$ cat src/rtl/ternary_pkg.sv
// Shared trit encoding, base-3 packing constants and unpacker FSM states.
// Pure declarations: no latency, no flow control.
package ternary_pkg;

    typedef logic [1:0] trit_t;

    localparam trit_t TRIT_NEG  = 2'b00;
    localparam trit_t TRIT_ZERO = 2'b01;
    localparam trit_t TRIT_POS  = 2'b10;

    localparam int         TRITS_PER_BYTE = 5;
    localparam logic [7:0] PACK_MAX       = 8'd242;
    localparam logic [7:0] PACK_ZERO      = 8'd121;

    typedef enum logic [1:0] {
        ST_IDLE,
        ST_UNPACK,
        ST_OUT
    } state_e;

endpackage

$ cat src/rtl/trit_divmod3.sv
// Combinational split of a byte into quotient and remainder by 3 (one base-3 digit).
// Zero latency, no flow control; multiply-by-171 >> 9 is exact for inputs below 512.
module trit_divmod3
    import ternary_pkg::*;
(
    input  logic [7:0] r_i,
    output logic [7:0] quot_o,
    output trit_t      rem_o
);

    assign quot_o = 8'(({8'd0, r_i} * 16'd171) >> 9);
    assign rem_o  = 2'(r_i - 8'(quot_o * 8'd3));

endmodule

$ cat src/rtl/ternary_weight_unpacker.sv
// Unpacks base-3 packed weight bytes (5 trits each) into LANES-wide trit beats; TRIT_STATS_EN adds trit counters.
// One trit per cycle, beat valid the cycle after the filling trit; input stalls while unpacking or holding a beat.
module ternary_weight_unpacker
    import ternary_pkg::*;
#(
    parameter int LANES  = 27,
    parameter int STAT_W = 32
) (
    input  logic                       clk,
    input  logic                       reset,
    input  logic                       s_valid,
    output logic                       s_ready,
    input  logic [7:0]                 s_data,
    input  logic                       s_last,
    output logic                       m_valid,
    input  logic                       m_ready,
    output logic [2*LANES-1:0]         m_data,
    output logic [$clog2(LANES+1)-1:0] m_count,
    output logic                       m_last,
    output logic                       err_invalid,
    input  logic                       err_clear
`ifdef TRIT_STATS_EN
    ,
    input  logic                       stat_clear,
    output logic [STAT_W-1:0]          stat_neg,
    output logic [STAT_W-1:0]          stat_zero,
    output logic [STAT_W-1:0]          stat_pos
`endif
);

    localparam int                 CW         = $clog2(LANES + 1);
    localparam logic [2*LANES-1:0] LANES_IDLE = {LANES{TRIT_ZERO}};

    if (LANES < 1 || LANES > 64 || STAT_W < 1) begin : g_bad_param
        $error("ternary_weight_unpacker: illegal LANES/STAT_W");
    end

    state_e             state_q, state_d;
    logic [7:0]         r_q, r_d;
    logic [2:0]         dig_q, dig_d;
    logic               last_q, last_d;
    logic [CW-1:0]      cnt_q, cnt_d;
    logic [2*LANES-1:0] lanes_q, lanes_d;
    logic               err_q, err_d;
    logic               rdy_q;

    logic [7:0] quot;
    trit_t      rem;
    logic       s_fire, bad_byte, dig_done, grp_full;

    trit_divmod3 u_divmod3 (
        .r_i    (r_q),
        .quot_o (quot),
        .rem_o  (rem)
    );

    assign s_ready  = rdy_q & (state_q == ST_IDLE);
    assign s_fire   = s_ready & s_valid;
    assign bad_byte = s_data > PACK_MAX;
    assign dig_done = dig_q == 3'd1;
    assign grp_full = cnt_q == CW'(LANES - 1);

    always_comb begin
        state_d = state_q;
        r_d     = r_q;
        dig_d   = dig_q;
        last_d  = last_q;
        cnt_d   = cnt_q;
        lanes_d = lanes_q;
        case (state_q)
            ST_IDLE: begin
                if (s_fire) begin
                    state_d = ST_UNPACK;
                    r_d     = bad_byte ? PACK_ZERO : s_data;
                    dig_d   = 3'(TRITS_PER_BYTE);
                    last_d  = s_last;
                end
            end
            ST_UNPACK: begin
                for (int i = 0; i < LANES; i++) begin
                    if (CW'(i) == cnt_q) lanes_d[2*i +: 2] = rem;
                end
                r_d   = quot;
                cnt_d = cnt_q + 1'b1;
                dig_d = dig_q - 3'd1;
                if (grp_full || (dig_done && last_q)) state_d = ST_OUT;
                else if (dig_done)                    state_d = ST_IDLE;
            end
            ST_OUT: begin
                if (m_ready) begin
                    lanes_d = LANES_IDLE;
                    cnt_d   = '0;
                    state_d = (dig_q != 3'd0) ? ST_UNPACK : ST_IDLE;
                end
            end
            default: state_d = ST_IDLE;
        endcase
    end

    // A new invalid byte must not be lost to a same-cycle clear.
    assign err_d = (err_q & ~err_clear) | (s_fire & bad_byte);

    always_ff @(posedge clk or posedge reset) begin
        if (reset) begin
            state_q <= ST_IDLE;
            r_q     <= '0;
            dig_q   <= '0;
            last_q  <= 1'b0;
            cnt_q   <= '0;
            lanes_q <= LANES_IDLE;
            err_q   <= 1'b0;
            rdy_q   <= 1'b0;
        end else begin
            state_q <= state_d;
            r_q     <= r_d;
            dig_q   <= dig_d;
            last_q  <= last_d;
            cnt_q   <= cnt_d;
            lanes_q <= lanes_d;
            err_q   <= err_d;
            rdy_q   <= 1'b1;
        end
    end

    assign m_valid     = state_q == ST_OUT;
    assign m_data      = lanes_q;
    assign m_count     = cnt_q;
    assign m_last      = m_valid & last_q & (dig_q == 3'd0);
    assign err_invalid = err_q;

`ifdef TRIT_STATS_EN
    logic [STAT_W-1:0] neg_q, zero_q, pos_q;

    always_ff @(posedge clk or posedge reset) begin
        if (reset) begin
            neg_q  <= '0;
            zero_q <= '0;
            pos_q  <= '0;
        end else if (stat_clear) begin
            neg_q  <= '0;
            zero_q <= '0;
            pos_q  <= '0;
        end else if (state_q == ST_UNPACK) begin
            case (rem)
                TRIT_NEG:  if (~&neg_q)  neg_q  <= neg_q + 1'b1;
                TRIT_ZERO: if (~&zero_q) zero_q <= zero_q + 1'b1;
                TRIT_POS:  if (~&pos_q)  pos_q  <= pos_q + 1'b1;
                default:   ;
            endcase
        end
    end

    assign stat_neg  = neg_q;
    assign stat_zero = zero_q;
    assign stat_pos  = pos_q;
`endif

endmodule

$ cat config.mk
export PLATFORM = sky130hd
export DESIGN_NAME = ternary_weight_unpacker
export DESIGN_NICKNAME = d
export VERILOG_FILES = /design/src/rtl/ternary_pkg.sv /design/src/rtl/trit_divmod3.sv /design/src/rtl/ternary_weight_unpacker.sv
export SDC_FILE = /design/constraint.sdc
export NUM_CORES = 1
export LEC_CHECK = 0
export CORE_MARGIN = 1
export CORE_UTILIZATION = 45
export DETAILED_ROUTE_END_ITERATION = 10
export PLACE_DENSITY = 0.72
export SLEW_MARGIN = 10
export SYNTH_ARGS = -nofsm -noshare
export SYNTH_HDL_FRONTEND = slang
export SYNTH_SLANG_ARGS = --single-unit
$ cat constraint.sdc
create_clock -name clk -period 4.7 [get_ports clk]
set_input_delay 0.705 -clock clk [delete_from_list [all_inputs] [get_ports clk]]
set_output_delay 0.705 -clock clk [all_outputs]
set_load 0.02 [all_outputs]
==> impl_metrics.toml, run 1 <==
[worst_setup_path]
worstRegToRegCells = 18
critical_path.endpoint_type = "register"
slowest_library_cell_on_the_worst_path = "fa_1"
crit_fanout = 6
timing.critical_path.to = "m_data[31]"
r2r_slack_ps = 10
chain_of_cells_forming_the_critical_path = "ha_4 > fa_1 > fa_1 > fa_1 > ha_4 > o21ai_2 > o2bb2ai_1 > a31o_1 > or2_4 > xor2_2 > inv_1 > ha_2 > nor2_2 > xor2_1 > xnor2_2 > xnor2_4 > clkbuf_16 > a311oi_4"
required_ps = 4960
worst_path_most_repeated_cell = "fa_1"
data_arrival_critical_path_ps = 4950
worstSetupPathType = "register to register"
regToRegStartpoint = "r_q[3]"
cp_slowest_stage_delay_ps = 530
crit_path_start_kind = "register"
crit-reg2reg-capture = "m_data[31]"
critPathLaunch = "r_q[3]"

[timing]
relSlewSlack_pct = 32.7
layout_min_cycle_time_ps = 4690
drv_slew = 0
grt_setup_unrepaired = "yes"
final.setup.worst_slack_ps = 14.4
setup_skew_ps = 9.41
tightestPinTransition_ps = 1010
setup_violations = 0
fin_hold_ws_ps = 481
hold_viol_final = 0
min_period_over_period_pct = 99.7
tns_ps = 0
fmaxAchievable_mhz = 213

[drt]
ant_nets = 0
finalWirelength_mm = 11.1
drc_errors = 0
detailroute.via_count = 3832
post_drt_via_cell_ratio = 5.51
wl_per_cell_um = 15.9
drt-pass1-iter-count = 4
drt_iter0_markers = 176

[place]
post-dp-hpwl_mm = 8.23
port_buffers = 76
place_inst = 675
gp_congestion = 0.865
setup_ws_pre_cts_ps = -338

[yosys]
synth_area_per_cell_um2 = 10.1
synth_seq_cells = 75
synth-seq-area-share_pct = 41.4
yosys.cell_types.count = 52
synth.net_count = 535
mappedNetlistArea_um2 = 4620
synth_warnings = 0
synthesis.instances = 458

[clock_network]
ctsRootBufferMaster = "clkbuf_8"
cts_max_level = 3
cts_num_sinks = 75
insertion_delay_ps = 360
cts_made_buffers = 9
clkTransAtPathRegs_ps = 80
clock_path_buffers = 2
cts_tree = "yes"

[layout]
regArea_um2 = 1910
ant_cells = 0
syn2layout_area_growth_pct = 31.1
fillCellCount = 807
final_cell_mix = "76 x clkdlybuf4s50_1, 57 x nand2_1, 52 x o21ai_0, 48 x ha_1, 47 x dfrtp_1"
layout.nets = 635
layout.cells.most_common = "clkdlybuf4s50_1"
final_layout_size_suffix_gt1_share_pct = 22.0
final_cell_count_no_fill = 696
multi_input_area_um2 = 2610

[global_routing]
grt-ovfl-total = 0
number_of_global_route_vias_before_repair = 3716
overall_global_routing_usage_pct = 22.6
grt_max_degree = 40
grt_antenna_before_repair = 0
grt_first_pass_wirelength_mm = 18.3

[worst_hold_path]
worst_hold_path_type = "register to register"

[floorplan]
floorplan_core_area_um2 = 9860
die_wd_um = 103
die_height_um = 103
initial_core_util_pct = 46.8
floorplan.die_area_um2 = 10700
boundaryPins = 77
std_cell_rows = 36

[status]
run_status = "finished, final reports clean"

[run]
max_cap_viol_count = 0
-- sequential cells by signal, indices dropped and copies added, names as in the netlist --
name / cells
err_invalid: 1
m_count: 5
rdy_q: 1
last_q: 1
r_q: 8
state_q: 2
m_data: 54
dig_q: 3
-- worst min path at each step --
stage / startpoint / endpoint / slack (ps) / cells past startpoint
after floorplan: last_q / last_q / 440 / 2
after global placement: last_q / last_q / 460 / 2
after detailed placement: m_data[51] / m_data[51] / 470 / 2
after CTS: m_data[51] / m_data[51] / 480 / 2
after global routing: m_data[51] / m_data[51] / 510 / 2
final: m_data[51] / m_data[51] / 480 / 2
-- area by class of cell --
type,count,area share (%)
inverters,32,1.98
multi-input cells,334,43.0
well taps,133,2.75
clock inverters,6,1.07
clock buffers,10,2.11
repair buffers,106,17.5
flip-flops and latches,75,31.6
-- worst max-delay path: cells and delay by family, from the launching register on --
kind | cells | cell delay (ps)
buffers and inverters | 2 | 250
flip-flops | 1 | 420
adder cells (fa/ha/maj) | 6 | 2250
AND/OR/NAND/NOR | 2 | 350
XOR/XNOR | 4 | 710
AO/OA/AOI/OAI | 4 | 600
-- cell families (layout without fill, tap and decap cells) --
| logic type | Yosys count | count (layout) | share of synthesized area [%] |
|---|---|---|---|
| other | 1 | 1 | 0.0812 |
| multiplexers | 7 | 7 | 1.71 |
| adder cells (fa/ha/maj) | 63 | 63 | 19.0 |
| AO/OA/AOI/OAI | 123 | 123 | 17.4 |
| XOR/XNOR | 11 | 11 | 2.65 |
| buffers and inverters | 49 | 154 | 4.36 |
| AND/OR/NAND/NOR | 129 | 129 | 13.4 |
| flip-flops | 75 | 75 | 41.4 |
-- synthesized netlist by cell type (all sizes together) --
library cell | instances | area, um^2
nand4 | 2 | 12.5
dfstp | 27 | 709
xor2 | 4 | 35.0
nor3b | 2 | 15.0
nor2 | 10 | 37.5
mux2 | 7 | 78.8
a32oi | 1 | 8.76
dfrtp | 48 | 1200
nor2b | 3 | 18.8
o31ai | 4 | 43.8
o2bb2ai | 1 | 8.76
a211oi | 2 | 15.0
a31oi | 2 | 12.5
a32o | 1 | 10.0
a21o | 1 | 7.51
buf | 4 | 32.5
o22ai | 1 | 6.26
a22o | 1 | 17.5
inv | 32 | 120
clkbuf | 13 | 48.8
or2 | 1 | 6.26
nor3 | 7 | 45.0
ha | 51 | 638
o211ai | 1 | 7.51
o32a | 1 | 10.0
xnor2 | 7 | 87.6
nand2 | 57 | 214
a21boi | 2 | 15.0
and2 | 4 | 25.0
o21ai | 81 | 495
and4 | 3 | 28.8
and3 | 4 | 25.0
o21bai | 1 | 7.51
a21oi | 18 | 90.1
a311oi | 2 | 17.5
o221ai | 1 | 8.76
fa | 12 | 240
a31o | 1 | 8.76
conb | 1 | 3.75
nand2b | 5 | 31.3
a221oi | 1 | 15.0
nand3 | 28 | 140
nor4 | 3 | 18.8
-- timing repair --
item,CTS,global route
setup buffers,2,2
pin swaps,8,31
cloned,1,0
endpoints found under the setup margin,27,27
resized for setup,7,21
hold buffers,0,0
-- stage by stage --
stage | util (%) | instance area (um^2)
6_report | 61.4 | 6060
5_1_grt | 61.4 | 6060
4_1_cts | 60.5 | 5970
3_5_place_dp | 57.7 | 5690
3_3_place_gp | 57.7 | 5690
2_1_floorplan | - | 4650
-- per-layer routing --
layer	GRT usage [%]	vias up	part of all wire, %
met5	0	-	0
met4	6.18	0	2.1
met3	5.31	22	4.6
met2	39.0	117	50
met1	28.5	1876	43
li1	-	1817	-
Power of run 1 is not shown: default switching activity piles up to over one toggle a cycle in this logic, so the estimate is an artifact.
==> run 2, diff against run 1 <==
--- a/config.mk
+++ b/config.mk
@@ -7,6 +7,7 @@
 export LEC_CHECK = 0
 export CORE_MARGIN = 1
 export CORE_UTILIZATION = 45
+export CTS_BUF_LIST = sky130_fd_sc_hd__clkbuf_16
 export DETAILED_ROUTE_END_ITERATION = 10
 export PLACE_DENSITY = 0.72
 export SLEW_MARGIN = 10
==> run 2 against run 1 <==
Global-route usage decreased by 0.055 points. Setup slack improved by 63 ps. Via count decreased by 0.52%. Sequential share of layout area decreased by 0.41 points. Wire length increased by 0.66%. First-iteration DRC count decreased by 13%. Critical path type unchanged. Largest cell class unchanged.
==> impl_metrics.toml, run 2 (same netlist as run 1, synthesis figures left out) <==
[status]
run_status = "finished, final reports clean"

[layout]
final_cell_count_no_fill = 695
ant_cells = 0
final_design_area_no_fill_um2 = 6140
final_cell_mix = "76 x clkdlybuf4s50_1, 57 x nand2_1, 52 x o21ai_0, 48 x ha_1, 47 x dfrtp_1"
layout.nets = 634
layout.cells.most_common = "clkdlybuf4s50_1"
final_layout_size_suffix_gt1_share_pct = 22.2
largest_reg_flops = 54
syn2layout_area_growth_pct = 32.9

[drt]
finalWirelength_mm = 11.1
detailroute.via_count = 3812
drc_errors = 0
wl_per_cell_um = 16.0
drt-pass1-iter-count = 4
drt_iter0_markers = 154
ant_nets = 0
post_drt_via_cell_ratio = 5.48

[clock_network]
cts_tree = "yes"
ctsRootBufferMaster = "clkbuf_16"
cts_made_buffers = 9
cts_max_level = 3
insertion_delay_ps = 330
clock_path_buffers = 2
cts_num_sinks = 75
clkTransAtPathRegs_ps = 60

[floorplan]
die_height_um = 103
boundaryPins = 77
initial_core_util_pct = 46.8
floorplan.die_area_um2 = 10700
floorplan_core_area_um2 = 9860
std_cell_rows = 36
die_wd_um = 103

[run]
max_cap_viol_count = 0

[timing]
grt_setup_unrepaired = "yes"
hold_viol_final = 0
tightestPinTransition_ps = 998
final.setup.worst_slack_ps = 77.6
fmaxAchievable_mhz = 216
setup_skew_ps = 5.59
relSlewSlack_pct = 33.4
setup_violations = 0
layout_min_cycle_time_ps = 4620
drv_slew = 0
min_period_over_period_pct = 98.3

[worst_setup_path]
crit_fanout = 6
crit_path_start_kind = "register"
worstSetupPathType = "register to register"
critical_path.endpoint_type = "register"
data_arrival_critical_path_ps = 4850
required_ps = 4930

[global_routing]
grt-ovfl-total = 0
grt_first_pass_wirelength_mm = 18.3
number_of_global_route_vias_before_repair = 3702
grt_max_degree = 40
overall_global_routing_usage_pct = 22.5
grt_antenna_before_repair = 0

[place]
port_buffers = 76
place_inst = 675
gp_congestion = 0.865
post-dp-hpwl_mm = 8.23
setup_ws_pre_cts_ps = -338
detailed_place.area_um2 = 5690

[worst_hold_path]
worst_hold_path_type = "register to register"
[run 2: path summary, 6_finish.rpt]
path,from,endpoint,slack (ps),cells after the start
worst max register to register,r_q[1],m_data[31],80,18
max in group asynchronous,reset,m_data[50],2810,3
min in group asynchronous,reset,m_data[25],860,2
worst min register to register,last_q,last_q,490,2
worst min-delay path,last_q,last_q,490,2
worst max-delay path,r_q[1],m_data[31],80,18
[run 2: layout make-up]
class	instances	area, um^2
fill	781	3730
multi-input combinational	334	2610
sequential	75	1910
timing repair buffer	105	1040
clock buffer	9	225
tap	133	166
inverter	32	120
clock inverter	7	68.8
[run 2: routing by layer]
| layer | routed length (um) | GRT usage, % |
|---|---|---|
| met5 | 0 | 0 |
| met4 | 206 | 7.48 |
| met3 | 427 | 3.56 |
| met2 | 5630 | 38.9 |
| met1 | 4880 | 29.0 |
[run 2: worst max-delay path: stages (launching register included)]
cell and delay, ps:
dfrtp_2 420, ha_4 250, fa_1 460, fa_1 520
fa_1 470, ha_4 320, o21ai_2 50, o2bb2ai_1 110
a31o_1 210, or2_4 250, xor2_2 140, inv_1 70
ha_2 170, nor2_2 110, xor2_1 220, xnor2_2 180
xnor2_4 120, clkbuf_16 190, a311oi_2 250
[run 2: through the flow]
step                hold slack, ps  setup TNS, ps  util (%)
floorplan                      438              0         -
global placement               460          -4500      57.7
detailed placement             467          -7660      57.7
CTS                            479              0      61.5
global route                   522          -1730      62.2
finish                         490              0      62.2
[run 2: repair_timing]
action,in CTS,in global routing
gates cloned,1,0
gates resized for setup,5,20
hold buffers,0,0
setup buffers,2,1
setup endpoints to repair,27,27
pin swaps,8,10
Power of run 2 is left out for the same reason.
==> run 3, diff against run 2 <==
--- a/config.mk
+++ b/config.mk
@@ -10,7 +10,7 @@
 export CTS_BUF_LIST = sky130_fd_sc_hd__clkbuf_16
 export DETAILED_ROUTE_END_ITERATION = 10
 export PLACE_DENSITY = 0.72
-export SLEW_MARGIN = 10
+export SLEW_MARGIN = 15
 export SYNTH_ARGS = -nofsm -noshare
 export SYNTH_HDL_FRONTEND = slang
 export SYNTH_SLANG_ARGS = --single-unit
==> results of run 3 <==
No change in the layout: final DEF, timing and power equal those of run 2.
Power of run 3 is left out for the same reason.
